`src/rtl/piano_keyboard_renderer_if.sv`:
```
// Pixel-stream bundle between the VGA timing side and the keyboard renderer.
// Carries scan position, key masks, and the rendered colour and frame tick.
// One pixel per clock; there is no backpressure on this path.
interface piano_keyboard_renderer_if #(
   parameter int NK = 13
) ();
   logic          bright;
   logic [9:0]    hCount;
   logic [9:0]    vCount;
   logic [NK-1:0] pressedKeys;
   logic [NK-1:0] targetKeys;
   logic          showTarget;
   logic [11:0]   rgb;
   logic          frameTick;

   modport master (
      output bright, hCount, vCount, pressedKeys, targetKeys, showTarget,
      input  rgb, frameTick
   );

   modport slave (
      input  bright, hCount, vCount, pressedKeys, targetKeys, showTarget,
      output rgb, frameTick
   );
endinterface

```
`src/rtl/piano_keyboard_renderer.sv`:
```
// Purpose: draws a piano keyboard and colours keys by pressed vs target chord.
// Latency: rgb follows hCount/vCount/bright by 2 clocks; frameTick 1 clock after frame start.
// Backpressure: none, one pixel accepted and produced every clock.
module piano_keyboard_renderer #(
   parameter int NUM_OCTAVES  = 1,
   parameter int WHITE_KEY_W  = 45,
   parameter int WHITE_KEY_H  = 180,
   parameter int BLACK_KEY_W  = 25,
   parameter int BLACK_KEY_H  = 110,
   parameter int KEY_GAP      = 2,
   parameter int ORIGIN_X     = 220,
   parameter int ORIGIN_Y     = 200,
   parameter int BLINK_FRAMES = 16
) (
   input logic clk,
   input logic reset,
   piano_keyboard_renderer_if.slave vga
);
   localparam int NK    = 12 * NUM_OCTAVES + 1;
   localparam int NW    = 7 * NUM_OCTAVES + 1;
   localparam int NB    = 5 * NUM_OCTAVES;
   localparam int KW    = $clog2(NK);
   localparam int PITCH = WHITE_KEY_W + KEY_GAP;
   localparam int BCW   = (BLINK_FRAMES > 1) ? $clog2(BLINK_FRAMES) : 1;

   // Chromatic number of white key w (C D E F G A B within each octave).
   function automatic int whiteChrom(input int w);
      int off;
      case (w % 7)
         0:       off = 0;
         1:       off = 2;
         2:       off = 4;
         3:       off = 5;
         4:       off = 7;
         5:       off = 9;
         default: off = 11;
      endcase
      return 12 * (w / 7) + off;
   endfunction

   // White key that black key b sits to the right of (after C D F G A).
   function automatic int blackLeftWhite(input int b);
      int pos;
      case (b % 5)
         0:       pos = 0;
         1:       pos = 1;
         2:       pos = 3;
         3:       pos = 4;
         default: pos = 5;
      endcase
      return 7 * (b / 5) + pos;
   endfunction

   // Chromatic number of black key b (1 3 6 8 10 within each octave).
   function automatic int blackChrom(input int b);
      int off;
      case (b % 5)
         0:       off = 1;
         1:       off = 3;
         2:       off = 6;
         3:       off = 8;
         default: off = 10;
      endcase
      return 12 * (b / 5) + off;
   endfunction

   function automatic logic [11:0] keyColour(input logic p, input logic t, input logic show,
                                             input logic phase, input logic isBlack);
      if (p && t)                  return 12'h6D6;
      else if (p && !t)            return 12'hE66;
      else if (t && show && phase) return 12'hBDF;
      else if (isBlack)            return 12'h000;
      else                         return 12'hFFF;
   endfunction

   logic [31:0]   xPos, yPos;
   logic          inWhiteRows, inBlackRows;
   logic [NW-1:0] whiteHit;
   logic [NB-1:0] blackHit;
   logic [KW-1:0] whiteCode [NW];
   logic [KW-1:0] blackCode [NB];
   logic          whiteVld, blackVld;
   logic [KW-1:0] whiteIdx, blackIdx;

   logic          s1Bright, s1WhtVld, s1BlkVld;
   logic [KW-1:0] s1WhtIdx, s1BlkIdx;

   logic          atOrigin, originSeen, frameStart;
   logic [NK-1:0] latPressed, latTarget;
   logic          latShow, blinkPhase;
   logic [BCW-1:0] blinkCnt;
   logic [11:0]   pixColour, rgbReg;
   logic          tickReg;

   assign xPos        = 32'(vga.hCount);
   assign yPos        = 32'(vga.vCount);
   assign inWhiteRows = (yPos >= 32'(ORIGIN_Y)) && (yPos < 32'(ORIGIN_Y + WHITE_KEY_H));
   assign inBlackRows = (yPos >= 32'(ORIGIN_Y)) && (yPos < 32'(ORIGIN_Y + BLACK_KEY_H));

   for (genvar i = 0; i < NW; i++) begin : gWhite
      localparam logic [31:0] X0 = 32'(ORIGIN_X + i * PITCH);
      assign whiteHit[i]  = inWhiteRows && (xPos >= X0) && (xPos < X0 + 32'(WHITE_KEY_W));
      assign whiteCode[i] = KW'(whiteChrom(i));
   end

   // The trailing C has no black key, so only NB = 5 per octave exist.
   for (genvar b = 0; b < NB; b++) begin : gBlack
      localparam logic [31:0] X0 =
         32'(ORIGIN_X + blackLeftWhite(b) * PITCH + WHITE_KEY_W - BLACK_KEY_W / 2);
      assign blackHit[b]  = inBlackRows && (xPos >= X0) && (xPos < X0 + 32'(BLACK_KEY_W));
      assign blackCode[b] = KW'(blackChrom(b));
   end

   // Encode the (at most one) white-key hit into its chromatic key number.
   always_comb begin
      whiteVld = 1'b0;
      whiteIdx = '0;
      for (int i = 0; i < NW; i++) begin
         if (whiteHit[i]) begin
            whiteVld = 1'b1;
            whiteIdx = whiteCode[i];
         end
      end
   end

   // Encode the (at most one) black-key hit into its chromatic key number.
   always_comb begin
      blackVld = 1'b0;
      blackIdx = '0;
      for (int b = 0; b < NB; b++) begin
         if (blackHit[b]) begin
            blackVld = 1'b1;
            blackIdx = blackCode[b];
         end
      end
   end

   // Stage 1: register geometry results for the current pixel.
   always_ff @(posedge clk or posedge reset) begin
      if (reset) begin
         s1Bright <= 1'b0;
         s1WhtVld <= 1'b0;
         s1WhtIdx <= '0;
         s1BlkVld <= 1'b0;
         s1BlkIdx <= '0;
      end else begin
         s1Bright <= vga.bright;
         s1WhtVld <= whiteVld;
         s1WhtIdx <= whiteIdx;
         s1BlkVld <= blackVld;
         s1BlkIdx <= blackIdx;
      end
   end

   // A frame starts only on the first cycle at (0,0), so a held origin counts once.
   assign atOrigin   = (vga.hCount == 10'd0) && (vga.vCount == 10'd0);
   assign frameStart = atOrigin && !originSeen;

   // Latch masks, pulse frameTick and step the blink counter once per frame.
   always_ff @(posedge clk or posedge reset) begin
      if (reset) begin
         originSeen <= 1'b0;
         tickReg    <= 1'b0;
         latPressed <= '0;
         latTarget  <= '0;
         latShow    <= 1'b0;
         blinkCnt   <= '0;
         blinkPhase <= 1'b0;
      end else begin
         originSeen <= atOrigin;
         tickReg    <= frameStart;
         if (frameStart) begin
            latPressed <= vga.pressedKeys;
            latTarget  <= vga.targetKeys;
            latShow    <= vga.showTarget;
            if (blinkCnt == BCW'(BLINK_FRAMES - 1)) begin
               blinkCnt   <= '0;
               blinkPhase <= ~blinkPhase;
            end else begin
               blinkCnt <= blinkCnt + BCW'(1);
            end
         end
      end
   end

   // Pick the pixel colour: blanking, then black keys over white keys, then background.
   always_comb begin
      pixColour = 12'hCA9;
      if (!s1Bright) begin
         pixColour = 12'h000;
      end else if (s1BlkVld) begin
         pixColour = keyColour(latPressed[s1BlkIdx], latTarget[s1BlkIdx], latShow, blinkPhase, 1'b1);
      end else if (s1WhtVld) begin
         pixColour = keyColour(latPressed[s1WhtIdx], latTarget[s1WhtIdx], latShow, blinkPhase, 1'b0);
      end
   end

   // Stage 2: register the output colour.
   always_ff @(posedge clk or posedge reset) begin
      if (reset) rgbReg <= 12'h000;
      else       rgbReg <= pixColour;
   end

   assign vga.rgb       = rgbReg;
   assign vga.frameTick = tickReg;
endmodule
```
`src/flat_wrapper.sv`:
```
// flat-port wrapper written by rule: the top's interface ports become plain ports
module piano_keyboard_renderer_flat 
#(
   parameter int NUM_OCTAVES  = 1,
   parameter int WHITE_KEY_W  = 45,
   parameter int WHITE_KEY_H  = 180,
   parameter int BLACK_KEY_W  = 25,
   parameter int BLACK_KEY_H  = 110,
   parameter int KEY_GAP      = 2,
   parameter int ORIGIN_X     = 220,
   parameter int ORIGIN_Y     = 200,
   parameter int BLINK_FRAMES = 16
)
  (clk, reset, vga_bright, vga_hCount, vga_vCount, vga_pressedKeys, vga_targetKeys, vga_showTarget, vga_rgb, vga_frameTick);
  piano_keyboard_renderer_if vga_i ();
  input logic clk;
  input logic reset;
  input wire logic [$bits(vga_i.bright)-1:0] vga_bright;
  input wire logic [$bits(vga_i.hCount)-1:0] vga_hCount;
  input wire logic [$bits(vga_i.vCount)-1:0] vga_vCount;
  input wire logic [$bits(vga_i.pressedKeys)-1:0] vga_pressedKeys;
  input wire logic [$bits(vga_i.targetKeys)-1:0] vga_targetKeys;
  input wire logic [$bits(vga_i.showTarget)-1:0] vga_showTarget;
  output wire logic [$bits(vga_i.rgb)-1:0] vga_rgb;
  output wire logic [$bits(vga_i.frameTick)-1:0] vga_frameTick;
  assign vga_i.bright = vga_bright;
  assign vga_i.hCount = vga_hCount;
  assign vga_i.vCount = vga_vCount;
  assign vga_i.pressedKeys = vga_pressedKeys;
  assign vga_i.targetKeys = vga_targetKeys;
  assign vga_i.showTarget = vga_showTarget;
  assign vga_rgb = vga_i.rgb;
  assign vga_frameTick = vga_i.frameTick;
  piano_keyboard_renderer #(.NUM_OCTAVES(NUM_OCTAVES), .WHITE_KEY_W(WHITE_KEY_W), .WHITE_KEY_H(WHITE_KEY_H), .BLACK_KEY_W(BLACK_KEY_W), .BLACK_KEY_H(BLACK_KEY_H), .KEY_GAP(KEY_GAP), .ORIGIN_X(ORIGIN_X), .ORIGIN_Y(ORIGIN_Y), .BLINK_FRAMES(BLINK_FRAMES)) u_core (.clk(clk), .reset(reset), .vga(vga_i));
endmodule
```
`config.mk`:
```
export PLATFORM = sky130hd
export DESIGN_NAME = piano_keyboard_renderer_flat
export DESIGN_NICKNAME = d
export VERILOG_FILES = /design/src/rtl/piano_keyboard_renderer_if.sv /design/src/rtl/piano_keyboard_renderer.sv /design/src/flat_wrapper.sv
export SDC_FILE = /design/constraint.sdc
export NUM_CORES = 1
export LEC_CHECK = 0
export BUFFER_PORTS_ARGS = -buffer_cell sky130_fd_sc_hd__buf_2
export CAP_MARGIN = 25
export CORE_MARGIN = 10
export CORE_UTILIZATION = 40
export DETAILED_ROUTE_END_ITERATION = 16
export SYNTH_ARGS = -nofsm -noshare
export SYNTH_HDL_FRONTEND = slang
export SYNTH_SLANG_ARGS = --single-unit
```
`constraint.sdc`:
```
create_clock -name clk -period 2.3 [get_ports clk]
set_input_delay 0.115 -clock clk [delete_from_list [all_inputs] [get_ports clk]]
set_output_delay 0.115 -clock clk [all_outputs]
set_load 0.01 [all_outputs]
```
; Word level (Yosys, flattened, before mapping)
; Cells that the tools add are included.
; Widths: inputs -> output; s select.
[word_totals]
register_bits = 57
inputBits = 50
out_inout_bits = 13
word_cells = 134
[classes]
add_sub_neg = 1
n_lt_le_gt_ge = 31
eq_ne = 1
mux = 43
bitwise = 1
reduce_logical = 44
[op_table]
columns = cell, count
row1 = $lt 10x9->1 const B, 12
row2 = $ge 10x9->1 const B, 10
row3 = $mux 12, 8
row4 = $logic_and 1x1->1, 38
row5 = $ge 10x8->1 const B, 3
row6 = $lt 10x10->1 const B, 3
row7 = $mux 4, 6
row8 = $logic_not 10->1, 2
row9 = $mux 1, 18
row10 = $bmux 1 s4, 4
row11 = $mux 3, 4
row12 = $mux 11, 1
row13 = $ge 10x10->1 const B, 1
row14 = $lt 4x5->1 const B, 2
row15 = $add 4x1->4 const B, 1
row16 = $eq 4x4->1 const B, 1
row17 = $mux 2, 2
row18 = $logic_not 1->1, 3
row19 = $reduce_and 2->1, 1
row20 = $not 1->1, 1

; Longest topological paths before layout
; Gate-level depths: netlist of the first run.
[logic_depth]
ltp_word = 12
mapped_depth = 8

; Worst setup path after synthesis of the first run
; Ideal clock, no wire load.
[synth_path]
path_type = flip-flop to flip-flop
start = reg u_core.s1BlkIdx[0]
end = reg u_core.rgbReg[11] (netlist: u_core.vga.rgb[11])
setup_time_ps = 94
arrival_time_ps = 1916
setup_slack_ps = 290
stages_incl_launch_ff = 6
n_path_buf = 1
period_less_slack_ps = 2010
path_cell_list = dfrtp_1 > buf_6 > mux4_1 > mux4_2 > o21a_1 > a221oi_2
[synth_via]
elab_chain_len = 9
[synth_rtl]
columns = element, line
row1 = "start, declared", piano_keyboard_renderer.sv:86  ; logic [KW-1:0] s1WhtIdx, s1BlkIdx;
row2 = "start signal, assigned", piano_keyboard_renderer.sv:151  ; s1BlkIdx <= blackIdx;
row3 = $bmux 1 s4, piano_keyboard_renderer.sv:192  ; pixColour = keyColour(latPressed[s1BlkIdx], latTarget[s1BlkIdx], latShow, blinkPhase, 1'b1);
row4 = $mux 1 (not written as such), piano_keyboard_renderer.sv:192
row5 = $logic_and 1x1->1 (2 in series), piano_keyboard_renderer.sv:71  ; else if (t && show && phase) return 12'hBDF;
row6 = $mux 12, piano_keyboard_renderer.sv:71
row7 = $mux 12, piano_keyboard_renderer.sv:70  ; else if (p && !t) return 12'hE66;
row8 = $mux 12 *, piano_keyboard_renderer.sv:69  ; if (p && t) return 12'h6D6;
row9 = $mux 12 *, piano_keyboard_renderer.sv:191  ; end else if (s1BlkVld) begin
row10 = $mux 12 *, piano_keyboard_renderer.sv:189  ; if (!s1Bright) begin
row11 = net u_core.pixColour[11], piano_keyboard_renderer.sv:92  ; logic [11:0] pixColour, rgbReg;
row12 = "end signal, assigned", piano_keyboard_renderer.sv:201  ; else rgbReg <= pixColour;
row13 = "end, declared", piano_keyboard_renderer.sv:92
; The timed path passes the listed nets; every way through them passes the cells marked *. The select of a mux whose other input is x is not followed.
; A chain may end at the register's enable or synchronous reset.

; Final worst setup path of the first run
; Same ends and word-level chain as after synthesis.

==> summary.md, run 1 <==
| Metric | Value |
|---|---|
| Status | finished clean |
| Area Growth Syn to Fin | 15.6% |
| Total global routing overflow | 0 |
| Sequential area share after synthesis | roughly 43% |
| Slew @ Worst Pin | around 0.47 ns |
| Fin crit share | 93.0% |
| Setup violators final | 0 |
| Chip Height | roughly 110 um |
| Htree depth | 2 |
| Fmax | between 400 and 500 MHz |
| Sink Count | between 50 and 60 |
| GRT met1 Usage | around 16% |
| Routed vias | around 2500 |
| DP HPWL | between 5 and 6 mm |
| Slowest CP cell | mux4_1 |
| Peak VDD IR | ~0.2 mV |
| N_diodes | 0 |
| Die area | 11700 um^2 |
| Core area | approximately 7600 um^2 |
| Layout cell share with drive strength beyond 1 | a little over a third |
| Critical Path Start Type | flip-flop |
| TNS Setup | 0 ns |
| Max Root-Sink Buffers | 2 |
| Met3 Use GR | around 3.3% |
| RSZ-0062 raised after global routing | false |
| Final ANT Viol Nets | 0 |
| Gr usage total | between 10% and 20% |
| Slew Limit Fails | 0 |
| Syn Std Cell Area | about 3100 um^2 |
| 1st-pass router iterations | 5 |
| Final Hold Fails | 0 |
| Ys flop type | dfrtp_1 |
| Worst skew pair latency | ~0.3 ns |
| Initial core utilization | approximately two fifths |
| FP Rows | 32 |
| Crit path required time | roughly 2.5 ns |
| CP peak stage delay | 0.61 ns |
| Rel. slew slack | ~70% |
| Critical path class | flip-flop to flip-flop |
| Min-delay worst type | input pin to flip-flop |
| Max Cap Viol | 0 |
| Mapped Cells | 284 |
| Post-synthesis async set-or-reset flop share | between 90% and 100% |
| Via/cell ratio | between 5 and 6 |
| Syn avg cell area | about 11 um^2 |
| First-pass GRT wire length | 12.3 mm |
| DR WL/cell | 16.8 um |
| EDFF count, synth | 0 |
| Vias in the first global route | roughly 2500 |
| Largest area contributor in the synthesized netlist | dfrtp_1 |
| PwrDens | between 400 and 500 nW/um^2 |
| Setup Fix Bufs, Post-CTS | 0 |
| Antenna violations before repair | 0 |
| # IOs | 63 |
| Clock transition at path regs | approximately 0.090 ns |
| DIE WIDTH | 108 um |
| Share of the synthesized area in the top cell type | between 40% and 50% |
| M2 GR Usage | 21.1% |
| Initial DRC Count | between 80 and 90 |
| Post-synth top cells | dfrtp_1, mux2_2, nor2_1, nand2_1, a21oi_1 |
| Drt total wl | between 7 and 8 mm |
| Worst path arrival time | 2.35 ns |
| Largest net degree at the start of global routing | 35 |
| Crit path max fanout | 5 |
| Unique masters post-synth | 57 |
| Tmin final | approximately 2.1 ns |
| GRT Max-Usage Layer | met2 |
| CTS root buf | clkbuf_8 |
| DRC viols | 0 |
| Leakage | around 1.6 nW |
| Most common cell in the netlist | dfrtp_1 |
| Syn Nets | approximately 340 |
| Final hold slack | 0.0422 ns |
| YS warnings | 0 |
| CP Capture Type | flip-flop |
| IO Port Bufs | between 60 and 70 |
| Seq cells post-synth | 53 |
| Worst path cell trace | mux4_1, mux4_2, o21a_1, a221oi_2 |
| Filler cells | approximately 700 |
| GPL Wtd Cong | a little under 0.9 |
| CTS tree | yes |
| Clock Skew | 0.00478 ns |
| Synth area leaders | dfrtp_1, mux2_2, mux4_2, mux4_1, mux2i_1 |
| NumNets Final | between 300 and 400 |
| CTS Buf Count | 5 |
final timing paths:
check	from	endpoint	slack [ns]	depth (start not counted)
max in group asynchronous	reset	u_core.s1BlkIdx[3]	1.34	4
worst max register to register	u_core.s1BlkIdx[0]	u_core.vga.rgb[11]	0.16	4
worst max-delay path	u_core.s1BlkIdx[0]	u_core.vga.rgb[11]	0.16	4
worst min register to register	u_core.blinkPhase	u_core.blinkPhase	0.47	1
min in group asynchronous	reset	u_core.vga.frameTick	0.37	3
worst min-delay path	vga_pressedKeys[10]	u_core.latPressed[10]	0.04	2
logic make-up (layout without fill, tap and decap cells):
| kind of cell | count (synthesis) | count (layout) | synth area share (%) |
|---|---|---|---|
| buf+inv | 31 | 84 | 4.77 |
| fa+ha+maj | 1 | 1 | 0.404 |
| xor+xnor | 2 | 2 | 0.566 |
| mux | 48 | 48 | 21.7 |
| compound gates | 64 | 64 | 14.8 |
| flops | 53 | 53 | 42.8 |
| simple gates | 85 | 85 | 15.0 |
placed cells by master, fill, tap and decap left out, types with 3 or more instances in the layout:
cell      instances
mux2i_1           7
a21o_1            3
a21oi_1          11
mux4_2            7
nand2b_1          4
clkbuf_8          6
mux4_1            4
and2_1            4
nor3_1            8
o22ai_1           4
nor2_1           18
dfrtp_1          53
buf_2            62
inv_1             7
nand3b_1          3
o21ai_0          10
a31oi_1           7
nor4_1            4
mux2_2           30
buf_4             4
a32o_1            3
nand3_1           9
nand2_1          16
a41oi_1           3
nand4_1           4
stage by stage:
step / cell area [um^2] / setup WS (ns) / power (W) / utilization [%] / instances
6_report: 3580 / 0.161 / 0.00164 / 46.8 / 439
5_1_grt: 3580 / 0.0542 / 0.00174 / 46.8 / 439
4_1_cts: 3580 / 0.169 / 0.00166 / 46.8 / 439
3_5_place_dp: 3470 / 0.191 / 0.00115 / 45.4 / 430
3_3_place_gp: 3470 / 0.260 / 0.00115 / 45.4 / 430
2_1_floorplan: 3100 / 0.290 / 0.00107 / - / 284
report_power, final:
group          switching, W  total (W)  internal, W
sequential       0.00000827   0.000949     0.000941
clock              0.000271   0.000510     0.000239
combinational      0.000107   0.000180    0.0000734
sequential cells by signal, indices dropped and copies added (netlist names), 4 cells and up:
signal / count
u_core.s1BlkIdx: 4
u_core.latPressed: 13
u_core.vga.rgb: 8
u_core.s1WhtIdx: 4
u_core.blinkCnt: 4
u_core.latTarget: 13
cell type report:
| type | instances | area, um^2 | share of cell area [%] |
|---|---|---|---|
| Inverter | 8 | 30.0 | 0.839 |
| Sequential cell | 53 | 1330 | 37.0 |
| Multi-Input combinational cell | 200 | 1630 | 45.5 |
| Timing Repair Buffer | 69 | 380 | 10.6 |
| Clock buffer | 7 | 86.3 | 2.41 |
| Tap cell | 102 | 128 | 3.57 |
critical path: cells and delay by family (launching register included):
family | cells | cell delay (ns)
multiplexers | 2 | 1.12
AO/OA/AOI/OAI | 2 | 0.45
flip-flops | 1 | 0.49
per-layer routing:
layer,vias to the layer above,part of all wire [%]
li1,1191,-
met3,10,6.2
met4,0,1.6
met5,-,0
met2,85,49
met1,1204,43
timing repair:
action	in CTS	in global routing
endpoints found under the hold margin	23	0
resized for setup	0	0
setup endpoints to repair	0	0
hold buffers	2	0
No activity file was read; power rests on OpenSTA's default activity.
==> run 2, diff against run 1 <==
--- a/config.mk
+++ b/config.mk
@@ -5,7 +5,7 @@
 export SDC_FILE = /design/constraint.sdc
 export NUM_CORES = 1
 export LEC_CHECK = 0
-export BUFFER_PORTS_ARGS = -buffer_cell sky130_fd_sc_hd__buf_2
+export BUFFER_PORTS_ARGS = -buffer_cell sky130_fd_sc_hd__clkbuf_2
 export CAP_MARGIN = 25
 export CORE_MARGIN = 10
 export CORE_UTILIZATION = 40
==> run 2 against run 1 <==
Setup slack better by 0.0030 ns. Non-clock buffer count up 2. Clock skew up 0.0032 ns.
==> summary.md, run 2 (synthesized netlist as in run 1, its figures left out) <==
| Metric | Value |
|---|---|
| Reg2reg end | u_core.vga.rgb[11] |
| Fmax | around 470 MHz |
| Crit path required time | 2.51 ns |
| CP Capture Type | flip-flop |
| Worst path cell trace | buf_4, mux2i_1, or2_2, mux4_2, o21a_1, a221oi_2 |
| Worst reg2reg setup slack | around 0.16 ns |
| TNS Setup | 0 ns |
| Fin area | between 3000 and 4000 um^2 |
| Peak VDD IR | approximately 0.22 mV |
| 1st-pass router iterations | 4 |
| Critical Path Start Type | flip-flop |
| Drt total wl | around 7.3 mm |
| Max Root-Sink Buffers | 2 |
| Status | finished clean |
| Crit path max fanout | 7 |
| PwrDens | around 450 nW/um^2 |
| Initial core utilization | approximately two fifths |
| NumNets Final | slightly below 400 |
| Most frequent cells in the layout | clkbuf_2, dfrtp_1, mux2_2, nor2_1, nand2_1 |
| Chip Height | approximately 110 um |
| Area after DPL | about 3500 um^2 |
| Tmin final | roughly 2.1 ns |
| Max Cap Viol | 0 |
| Fin crit share | 92.9% |
| DRC viols | 0 |
| Die area | 11700 um^2 |
| CTS Buf Count | 5 |
| Leakage | around 1.7 nW |
| First-pass GRT wire length | approximately 12 mm |
| CTS root buf | clkbuf_8 |
| Clock transition at path regs | 0.09 ns |
| Worst path arrival time | roughly 2.4 ns |
| Cell Count, Final, Fillers Out | 442 |
| Worst R2R Path Depth | 6 |
| Rel. slew slack | between 60% and 70% |
| Largest net degree at the start of global routing | 35 |
| Cells after DPL | 432 |
| WHS Path Cells | 2 |
| Hold EP | u_core.latTarget[5] |
| Final ANT Viol Nets | 0 |
| Slew @ Worst Pin | about 0.47 ns |
| Core area | around 7600 um^2 |
| Area Growth Syn to Fin | 16.0% |
| DP HPWL | between 5 and 6 mm |
| Setup violators final | 0 |
| Routed vias | around 2500 |
| Slew Limit Fails | 0 |
| Total power | between 0.0015 and 0.002 W |
| Sink Count | 53 |
| Area of the multi-input gates | 1630 um^2 |
| Final hold slack | 0.0415 ns |
| Layout cell share with drive strength beyond 1 | about a third |
| Worst skew pair latency | 0.30 ns |
| Htree depth | 2 |
| CP peak stage delay | about 0.5 ns |
| Gr usage total | 12.4% |
| # IOs | 63 |
| FP Rows | 32 |
| N_diodes | 0 |
| Setup Fix Bufs, Post-CTS | 0 |
| Initial DRC Count | 82 |
| FF/Latch Area | roughly 1300 um^2 |
| Beginning of the worst register-to-register path | u_core.s1BlkIdx[0] |
| Critical path class | flip-flop to flip-flop |
| Vias in the first global route | 2494 |
| DIE WIDTH | between 100 and 150 um |
| Worst Hold Launch | vga_targetKeys[5] |
| CTS tree | yes |
| Min-delay worst type | input pin to flip-flop |
| Most common cell after layout, fill and taps aside | clkbuf_2 |
| Clock Skew | between 0.007 and 0.008 ns |
| Post-CTS sizing | 0 |
| IO Port Bufs | 62 |
| Total global routing overflow | 0 |
| Slowest CP cell | mux4_2 |
| Filler cells | 740 |
| GPL Wtd Cong | a little over 0.9 |
| Final Hold Fails | 0 |
| Via/cell ratio | roughly 5.5 |
| RSZ-0062 raised after global routing | false |
| DR WL/cell | around 16 um |
| Antenna violations before repair | 0 |
run 2: layer usage:
| layer | GRT usage [%] | wire [um] |
|---|---|---|
| met5 | 0 | 0 |
| met3 | 3.03 | 425 |
| met2 | 21.1 | 3630 |
| met1 | 15.5 | 3140 |
| met4 | 3.24 | 77 |
run 2: final cells by class:
cell class                      instances  area share, %
Tap cell                              102           3.55
Clock inverter                          2          0.279
Multi-Input combinational cell        200           45.4
Timing Repair Buffer                   71           11.0
Inverter                                8          0.836
Sequential cell                        53           36.9
Clock buffer                            6           2.02
run 2: repair_timing:
item | CTS | global route
endpoints found under the setup margin | 0 | 0
hold buffers | 2 | 0
endpoints found under the hold margin | 12 | 0
run 2: worst max-delay path by stage:
stage / slack, ns / from / to
final: 0.16 / u_core.s1BlkIdx[0] / u_core.vga.rgb[11]
after global routing: 0.08 / u_core.s1BlkIdx[0] / u_core.vga.rgb[5]
after global placement: 0.26 / u_core.s1BlkIdx[0] / u_core.vga.rgb[11]
after floorplan: 0.29 / u_core.s1BlkIdx[0] / u_core.vga.rgb[11]
after detailed placement: 0.22 / u_core.s1BlkIdx[0] / u_core.vga.rgb[11]
after CTS: 0.19 / u_core.s1BlkIdx[0] / u_core.vga.rgb[11]
run 2: where the power goes:
group,internal [W],leakage [nW],switching (W)
registers,0.000941,0.726,0.00000871
clock network,0.000211,0.0450,0.000277
logic,0.0000755,0.880,0.000108
total,0.00123,1.65,0.000394
run 2: metrics by stage:
step | utilization [%] | worst slack [ns]
floorplan | - | 0.290
global placement | 45.6 | 0.262
detailed placement | 45.6 | 0.218
CTS | 47.0 | 0.188
global route | 47.0 | 0.0796
finish | 47.0 | 0.164
run 2: worst max-delay path: cells and delay by family, from the launching register on:
kind / cells / cell delay, ns
AND/OR/NAND/NOR: 1 / 0.28
multiplexers: 2 / 0.63
flip-flops: 1 / 0.47
buffers and inverters: 1 / 0.20
AO/OA/AOI/OAI: 2 / 0.46
